$ cat config.mk
export PLATFORM = sky130hd
export DESIGN_NAME = nibbler_run_ctrl_flat
export DESIGN_NICKNAME = d
export VERILOG_FILES = /design/src/rtl/nibbler_run_ctrl_if.sv /design/src/rtl/nibbler_run_ctrl.sv /design/src/flat_wrapper.sv
export SDC_FILE = /design/constraint.sdc
export NUM_CORES = 1
export LEC_CHECK = 0
export BUFFER_PORTS_ARGS = -buffer_cell sky130_fd_sc_hd__buf_2
export CAP_MARGIN = 20
export CORE_MARGIN = 4
export CORE_UTILIZATION = 30
export DETAILED_ROUTE_END_ITERATION = 6
export HOLD_SLACK_MARGIN = 0.05
export SYNTH_ARGS = -nofsm -noshare
export SYNTH_HDL_FRONTEND = slang
export SYNTH_SLANG_ARGS = --single-unit
$ cat constraint.sdc
create_clock -name clk -period 1.51 [get_ports clk]
set_input_delay 0.302 -clock clk [delete_from_list [all_inputs] [get_ports clk]]
set_output_delay 0.302 -clock clk [all_outputs]
set_load 0.02 [all_outputs]
$ cat src/rtl/nibbler_run_ctrl_if.sv
// Control/status bundle between the Nibbler core environment and the
// run/halt/step controller.
//
// Handshake: there is no valid/ready pair here. Every input is sampled on
// each rising clk edge. The request inputs (run_req, halt_req, step_req)
// are levels, and the controller samples them only in the states where
// they matter. cpu_en is combinational from the controller state and the
// current inputs, so the core acts on it in the same cycle.
interface nibbler_run_ctrl_if #(
  parameter int ADDR_W = 12,
  parameter int CNT_W  = 16
);
  logic              run_req;
  logic              halt_req;
  logic              step_req;
  logic              bp_en;
  logic [ADDR_W-1:0] bp_addr;
  logic [ADDR_W-1:0] pc_addr;
  logic              phase;
  logic              cpu_en;
  logic              halted;
  logic              bp_hit;
  logic [CNT_W-1:0]  instr_count;
  logic [1:0]        state_dbg;

  // Environment / core side: drives requests and core status
  modport master (
    output run_req, halt_req, step_req, bp_en, bp_addr, pc_addr, phase,
    input  cpu_en, halted, bp_hit, instr_count, state_dbg
  );

  // Controller side
  modport slave (
    input  run_req, halt_req, step_req, bp_en, bp_addr, pc_addr, phase,
    output cpu_en, halted, bp_hit, instr_count, state_dbg
  );
endinterface

$ cat src/rtl/nibbler_run_ctrl.sv
// Run/halt/single-step controller for the Nibbler core. It produces the
// core clock-enable and stops only at instruction boundaries (phase==0).
// It also provides an address breakpoint and a retired-instruction counter.
module nibbler_run_ctrl #(
  parameter int ADDR_W        = 12,
  parameter int CNT_W         = 16,
  parameter int START_RUNNING = 1
) (
  input  logic                  clk,
  input  logic                  reset,
  nibbler_run_ctrl_if.slave     bus
);

  typedef enum logic [1:0] {
    S_RUN  = 2'd0,
    S_HALT = 2'd1,
    S_STEP = 2'd2
  } state_t;

  localparam state_t RESET_STATE = (START_RUNNING != 0) ? S_RUN : S_HALT;

  state_t           state_q, state_d;
  logic             halt_pend_q, halt_pend_d;
  logic             skip_bp_q, skip_bp_d;
  logic             step_cnt_q, step_cnt_d;
  logic             bp_hit_q, bp_hit_d;
  logic [CNT_W-1:0] instr_count_q, instr_count_d;

  logic bp_cond;
  logic stop;
  logic cpu_en;
  logic retire;

  // Breakpoint/stop decode and the core clock-enable
  always_comb begin
    bp_cond = bus.bp_en & ~bus.phase & (bus.pc_addr == bus.bp_addr) & ~skip_bp_q;
    stop    = ~bus.phase & (bus.halt_req | halt_pend_q | bp_cond);
    cpu_en  = 1'b0;
    case (state_q)
      S_RUN:   cpu_en = ~stop;
      S_HALT:  cpu_en = 1'b0;
      S_STEP:  cpu_en = 1'b1;
      default: cpu_en = 1'b0;
    endcase
    // The core never advances while the controller is held in reset
    cpu_en = cpu_en & ~reset;
    retire = cpu_en & bus.phase;
  end

  // Next-state logic for the FSM and its side registers
  always_comb begin
    state_d       = state_q;
    halt_pend_d   = halt_pend_q;
    skip_bp_d     = skip_bp_q;
    step_cnt_d    = step_cnt_q;
    bp_hit_d      = bp_hit_q;
    instr_count_d = instr_count_q;

    case (state_q)
      S_RUN: begin
        if (stop) begin
          state_d     = S_HALT;
          halt_pend_d = 1'b0;
          // Attribute the stop to the breakpoint only if no halt request
          // was also responsible
          bp_hit_d    = bp_cond & ~(bus.halt_req | halt_pend_q);
        end else if (bus.halt_req & bus.phase) begin
          // Let the execute cycle finish and stop at the next boundary
          halt_pend_d = 1'b1;
        end
      end
      S_HALT: begin
        if (bus.step_req & ~bus.halt_req) begin
          state_d    = S_STEP;
          step_cnt_d = 1'b0;
          bp_hit_d   = 1'b0;
          skip_bp_d  = 1'b1;
        end else if (bus.run_req & ~bus.halt_req) begin
          state_d   = S_RUN;
          bp_hit_d  = 1'b0;
          skip_bp_d = 1'b1;
        end
      end
      S_STEP: begin
        if (step_cnt_q) begin
          state_d    = S_HALT;
          step_cnt_d = 1'b0;
        end else begin
          step_cnt_d = 1'b1;
        end
      end
      default: state_d = RESET_STATE;
    endcase

    // The resume instruction has executed, so re-arm the breakpoint.
    // These two conditions never overlap: HALT exits happen with cpu_en=0.
    if (retire) begin
      skip_bp_d     = 1'b0;
      instr_count_d = instr_count_q + {{(CNT_W-1){1'b0}}, 1'b1};
    end
  end

  // State and side registers, asynchronous reset
  always_ff @(posedge clk or posedge reset) begin
    if (reset) begin
      state_q       <= RESET_STATE;
      halt_pend_q   <= 1'b0;
      skip_bp_q     <= 1'b0;
      step_cnt_q    <= 1'b0;
      bp_hit_q      <= 1'b0;
      instr_count_q <= '0;
    end else begin
      state_q       <= state_d;
      halt_pend_q   <= halt_pend_d;
      skip_bp_q     <= skip_bp_d;
      step_cnt_q    <= step_cnt_d;
      bp_hit_q      <= bp_hit_d;
      instr_count_q <= instr_count_d;
    end
  end

  assign bus.cpu_en      = cpu_en;
  assign bus.halted      = (state_q == S_HALT);
  assign bus.bp_hit      = bp_hit_q;
  assign bus.instr_count = instr_count_q;
  assign bus.state_dbg   = state_q;

endmodule

$ cat src/flat_wrapper.sv
// flat-port wrapper written by rule: the top's interface ports become plain ports
module nibbler_run_ctrl_flat 
#(
  parameter int ADDR_W        = 12,
  parameter int CNT_W         = 16,
  parameter int START_RUNNING = 1
)
  (clk, reset, bus_run_req, bus_halt_req, bus_step_req, bus_bp_en, bus_bp_addr, bus_pc_addr, bus_phase, bus_cpu_en, bus_halted, bus_bp_hit, bus_instr_count, bus_state_dbg);
  nibbler_run_ctrl_if #(.ADDR_W(ADDR_W), .CNT_W(CNT_W)) bus_i ();
  input  logic clk;
  input  logic reset;
  input wire logic [$bits(bus_i.run_req)-1:0] bus_run_req;
  input wire logic [$bits(bus_i.halt_req)-1:0] bus_halt_req;
  input wire logic [$bits(bus_i.step_req)-1:0] bus_step_req;
  input wire logic [$bits(bus_i.bp_en)-1:0] bus_bp_en;
  input wire logic [$bits(bus_i.bp_addr)-1:0] bus_bp_addr;
  input wire logic [$bits(bus_i.pc_addr)-1:0] bus_pc_addr;
  input wire logic [$bits(bus_i.phase)-1:0] bus_phase;
  output wire logic [$bits(bus_i.cpu_en)-1:0] bus_cpu_en;
  output wire logic [$bits(bus_i.halted)-1:0] bus_halted;
  output wire logic [$bits(bus_i.bp_hit)-1:0] bus_bp_hit;
  output wire logic [$bits(bus_i.instr_count)-1:0] bus_instr_count;
  output wire logic [$bits(bus_i.state_dbg)-1:0] bus_state_dbg;
  assign bus_i.run_req = bus_run_req;
  assign bus_i.halt_req = bus_halt_req;
  assign bus_i.step_req = bus_step_req;
  assign bus_i.bp_en = bus_bp_en;
  assign bus_i.bp_addr = bus_bp_addr;
  assign bus_i.pc_addr = bus_pc_addr;
  assign bus_i.phase = bus_phase;
  assign bus_cpu_en = bus_i.cpu_en;
  assign bus_halted = bus_i.halted;
  assign bus_bp_hit = bus_i.bp_hit;
  assign bus_instr_count = bus_i.instr_count;
  assign bus_state_dbg = bus_i.state_dbg;
  nibbler_run_ctrl #(.ADDR_W(ADDR_W), .CNT_W(CNT_W), .START_RUNNING(START_RUNNING)) u_core (.clk(clk), .reset(reset), .bus(bus_i));
endmodule
==> results.yml <==
run_status:
  status: "finished, violations left"
  violations: "setup timing"
cells_and_area:
  fill_cells: 388
  drive_gt1_frac: 0.467
  multi_input_comb_area_um2: 653
  regArea_um2: 558
  final_area_um2: 1680
  area_growth_pct: 39.2
  layout_common_cells: "buf_2 (50), xnor2_1 (22), dfrtp_1 (16), nor2_1 (12), nand2_1 (11)"
  finalNonFillerCells: 232
  final_common_cell: "buf_2"
  antenna_cells: 0
  postLayoutCoreUtil: 0.447
  layout.nets: 217
timing:
  fin_crit_ns: 1.85
  worst_pin_slew_ns: 0.313
  finalSetupViolations: 1
  timing.final.ws_setup_ns: -0.339
  rsz0062_at_grt: "yes"
  clock-skew-final_ns: 0.000729
  hold_slack_ns: 0.257
  finalHoldViolations: 0
  relSlewSlack: 0.790
  period_share: 1.22
  slew_violations: 0
  timing.fmax_ghz: 0.541
routing:
  wl_um: 2780
  drt-initial-drc-count: 35
  drt_first_pass_iters: 4
  viasPerCell: 4.69
  vias: 1089
  wl_per_cell_um: 12.0
  drtAntennaViolNets: 0
  drc: 0
yosys:
  synthCells: 120
  syn_nets: 152
  yosysUniqueCellTypes: 30
  seq_area_frac_synth: 0.455
  syn_avg_cell_area_um2: 10.1
  ys_ff_latch: 22
  syn_area_um2: 1210
  synth_warnings: 0
die:
  placementRows: 22
  initial_core_util: 0.321
  core_area_um2: 3770
  ios: 52
  die_area_um2: 5110
  die_y_um: 71.5
  fp.dieW_um: 71.5
worst_setup_path:
  crit_path_start_kind: "register"
  path_max_fanout: 2
  crit_path_end_kind: "output port"
  critPathRequiredTime_ns: 1.21
  rrSetupSlack_ns: 0.08
  r2r-end: "u_core.bus.instr_count[10]"
  arrival_ns: 1.55
  worstSetupPathType: "reg -> out"
  r2r_start: "u_core.bus.state_dbg[0]"
  reg2reg_depth: 4
power_and_ir_drop:
  peakVddDrop_mv: 0.407
  powerDensity_nw_per_um2: 1250
  static-leakage-power_nw: 0.805
  total_power_mw: 2.10
global_routing:
  antenna_found_initial: 0
  gr-total-overflow: 0
  grt_pass1_vias: 1191
  track_usage: 0.115
  grt_pass1_wl_um: 4840
  grt_max_degree: 18
hold_path:
  hp-class: "in -> reg"
  hold_depth: 2
  min_from: "bus_step_req"
  hold_end: "u_core.step_cnt_q"
clock_network:
  htree_num_levels: 1
  clk_pin_slew_ns: 0.08
  cts_num_sinks: 22
  clockBufferDepth: 2
  cts_tree: "done"
  cts_buffers: 3
  insertion_delay_ns: 0.26
  cts_root_buffer: "clkbuf_8"
placed_design:
  place_inst: 226
  place.detailed.hpwl_um: 2350
  placed_cell_area_um2: 1590
  port_buffers: 51
  place_congestion: 0.825
job:
  cap_violations: 0
-- where the power goes --
part / switching (mW) / total (mW) / internal [mW]
registers: 0.123 / 0.848 / 0.725
clock network: 0.187 / 0.419 / 0.232
logic: 0.459 / 0.831 / 0.373
total: 0.768 / 2.10 / 1.33
-- routing by layer --
| metal | track usage | vias up | wire length [um] |
|---|---|---|---|
| met5 | 0 | - | 0 |
| met4 | 0.0501 | 0 | 22 |
| met3 | 0.0224 | 2 | 212 |
| met2 | 0.212 | 42 | 1500 |
| met1 | 0.126 | 518 | 1040 |
| li1 | - | 527 | - |
-- worst max-delay path by stage --
stage                           from         end  slack, ns
floorplan             bus_bp_addr[4]  bus_cpu_en      -0.06
global placement      bus_bp_addr[4]  bus_cpu_en      -0.30
detailed placement   bus_bp_addr[11]  bus_cpu_en      -0.33
CTS                 u_core.skip_bp_q  bus_cpu_en      -0.37
global route        u_core.skip_bp_q  bus_cpu_en      -0.43
finish              u_core.skip_bp_q  bus_cpu_en      -0.34
-- through the flow --
stage | TNS, ns | setup WS, ns
2_1_floorplan | -0.0647 | -0.0647
3_3_place_gp | -0.296 | -0.296
3_5_place_dp | -0.326 | -0.326
4_1_cts | -0.374 | -0.374
5_1_grt | -0.435 | -0.435
6_report | -0.339 | -0.339
-- Yosys cell counts, drive strengths merged --
cell type | n | area (um^2)
and2 | 1 | 6.26
o21ai | 1 | 5.00
o31ai | 1 | 7.51
xnor2 | 23 | 209
a21oi | 3 | 15.0
nand3 | 6 | 42.5
nor4 | 3 | 46.3
o31a | 1 | 8.76
a22oi | 1 | 7.51
xor2 | 5 | 43.8
nor2b | 3 | 18.8
buf | 1 | 7.51
nand2 | 14 | 55.1
nor2 | 16 | 70.1
nor3 | 4 | 20.0
a32o | 1 | 10.0
nand4 | 3 | 18.8
ha | 1 | 12.5
dfrtp | 22 | 551
inv | 6 | 22.5
or4 | 1 | 11.3
and3 | 1 | 6.26
a31oi | 1 | 6.26
and4 | 1 | 8.76
-- layout make-up --
cell class / instances / area share
multi-input combinational: 91 / 0.388
inverter: 6 / 0.0134
sequential: 22 / 0.331
clock buffer: 4 / 0.0327
timing repair buffer: 61 / 0.199
tap: 48 / 0.0357
-- kinds of logic (layout without fill, tap and decap cells) --
logic type	Yosys count	count (layout)	share of synthesized area
buffers and inverters	7	71	0.0248
AO/OA/AOI/OAI	9	9	0.0496
XOR/XNOR	28	28	0.209
AND/OR/NAND/NOR	53	53	0.251
flip-flops	22	22	0.455
adder cells (fa/ha/maj)	1	1	0.0103
-- sequential cells by signal, indices dropped and copies added (netlist names) --
name                    flops
u_core.bus.instr_count     16
u_core.bus.state_dbg        2
u_core.bus.bp_hit           1
u_core.halt_pend_q          1
u_core.skip_bp_q            1
u_core.step_cnt_q           1
-- timing repair --
item	CTS	global route
pin swaps	1	0
hold endpoints to repair	5	0
buffers inserted	0	1
gates resized for setup	2	6
hold buffers	1	0
endpoints found under the setup margin	2	7
-- critical path, stage by stage, from the launching register on --
cell and delay [ns]:
dfrtp_1 0.40, nor2_2 0.11, nand3_1 0.10, nor4_2 0.20, nor3_1 0.08, o31a_1 0.25
buf_2 0.16
Power figures use the tool's default switching activity.
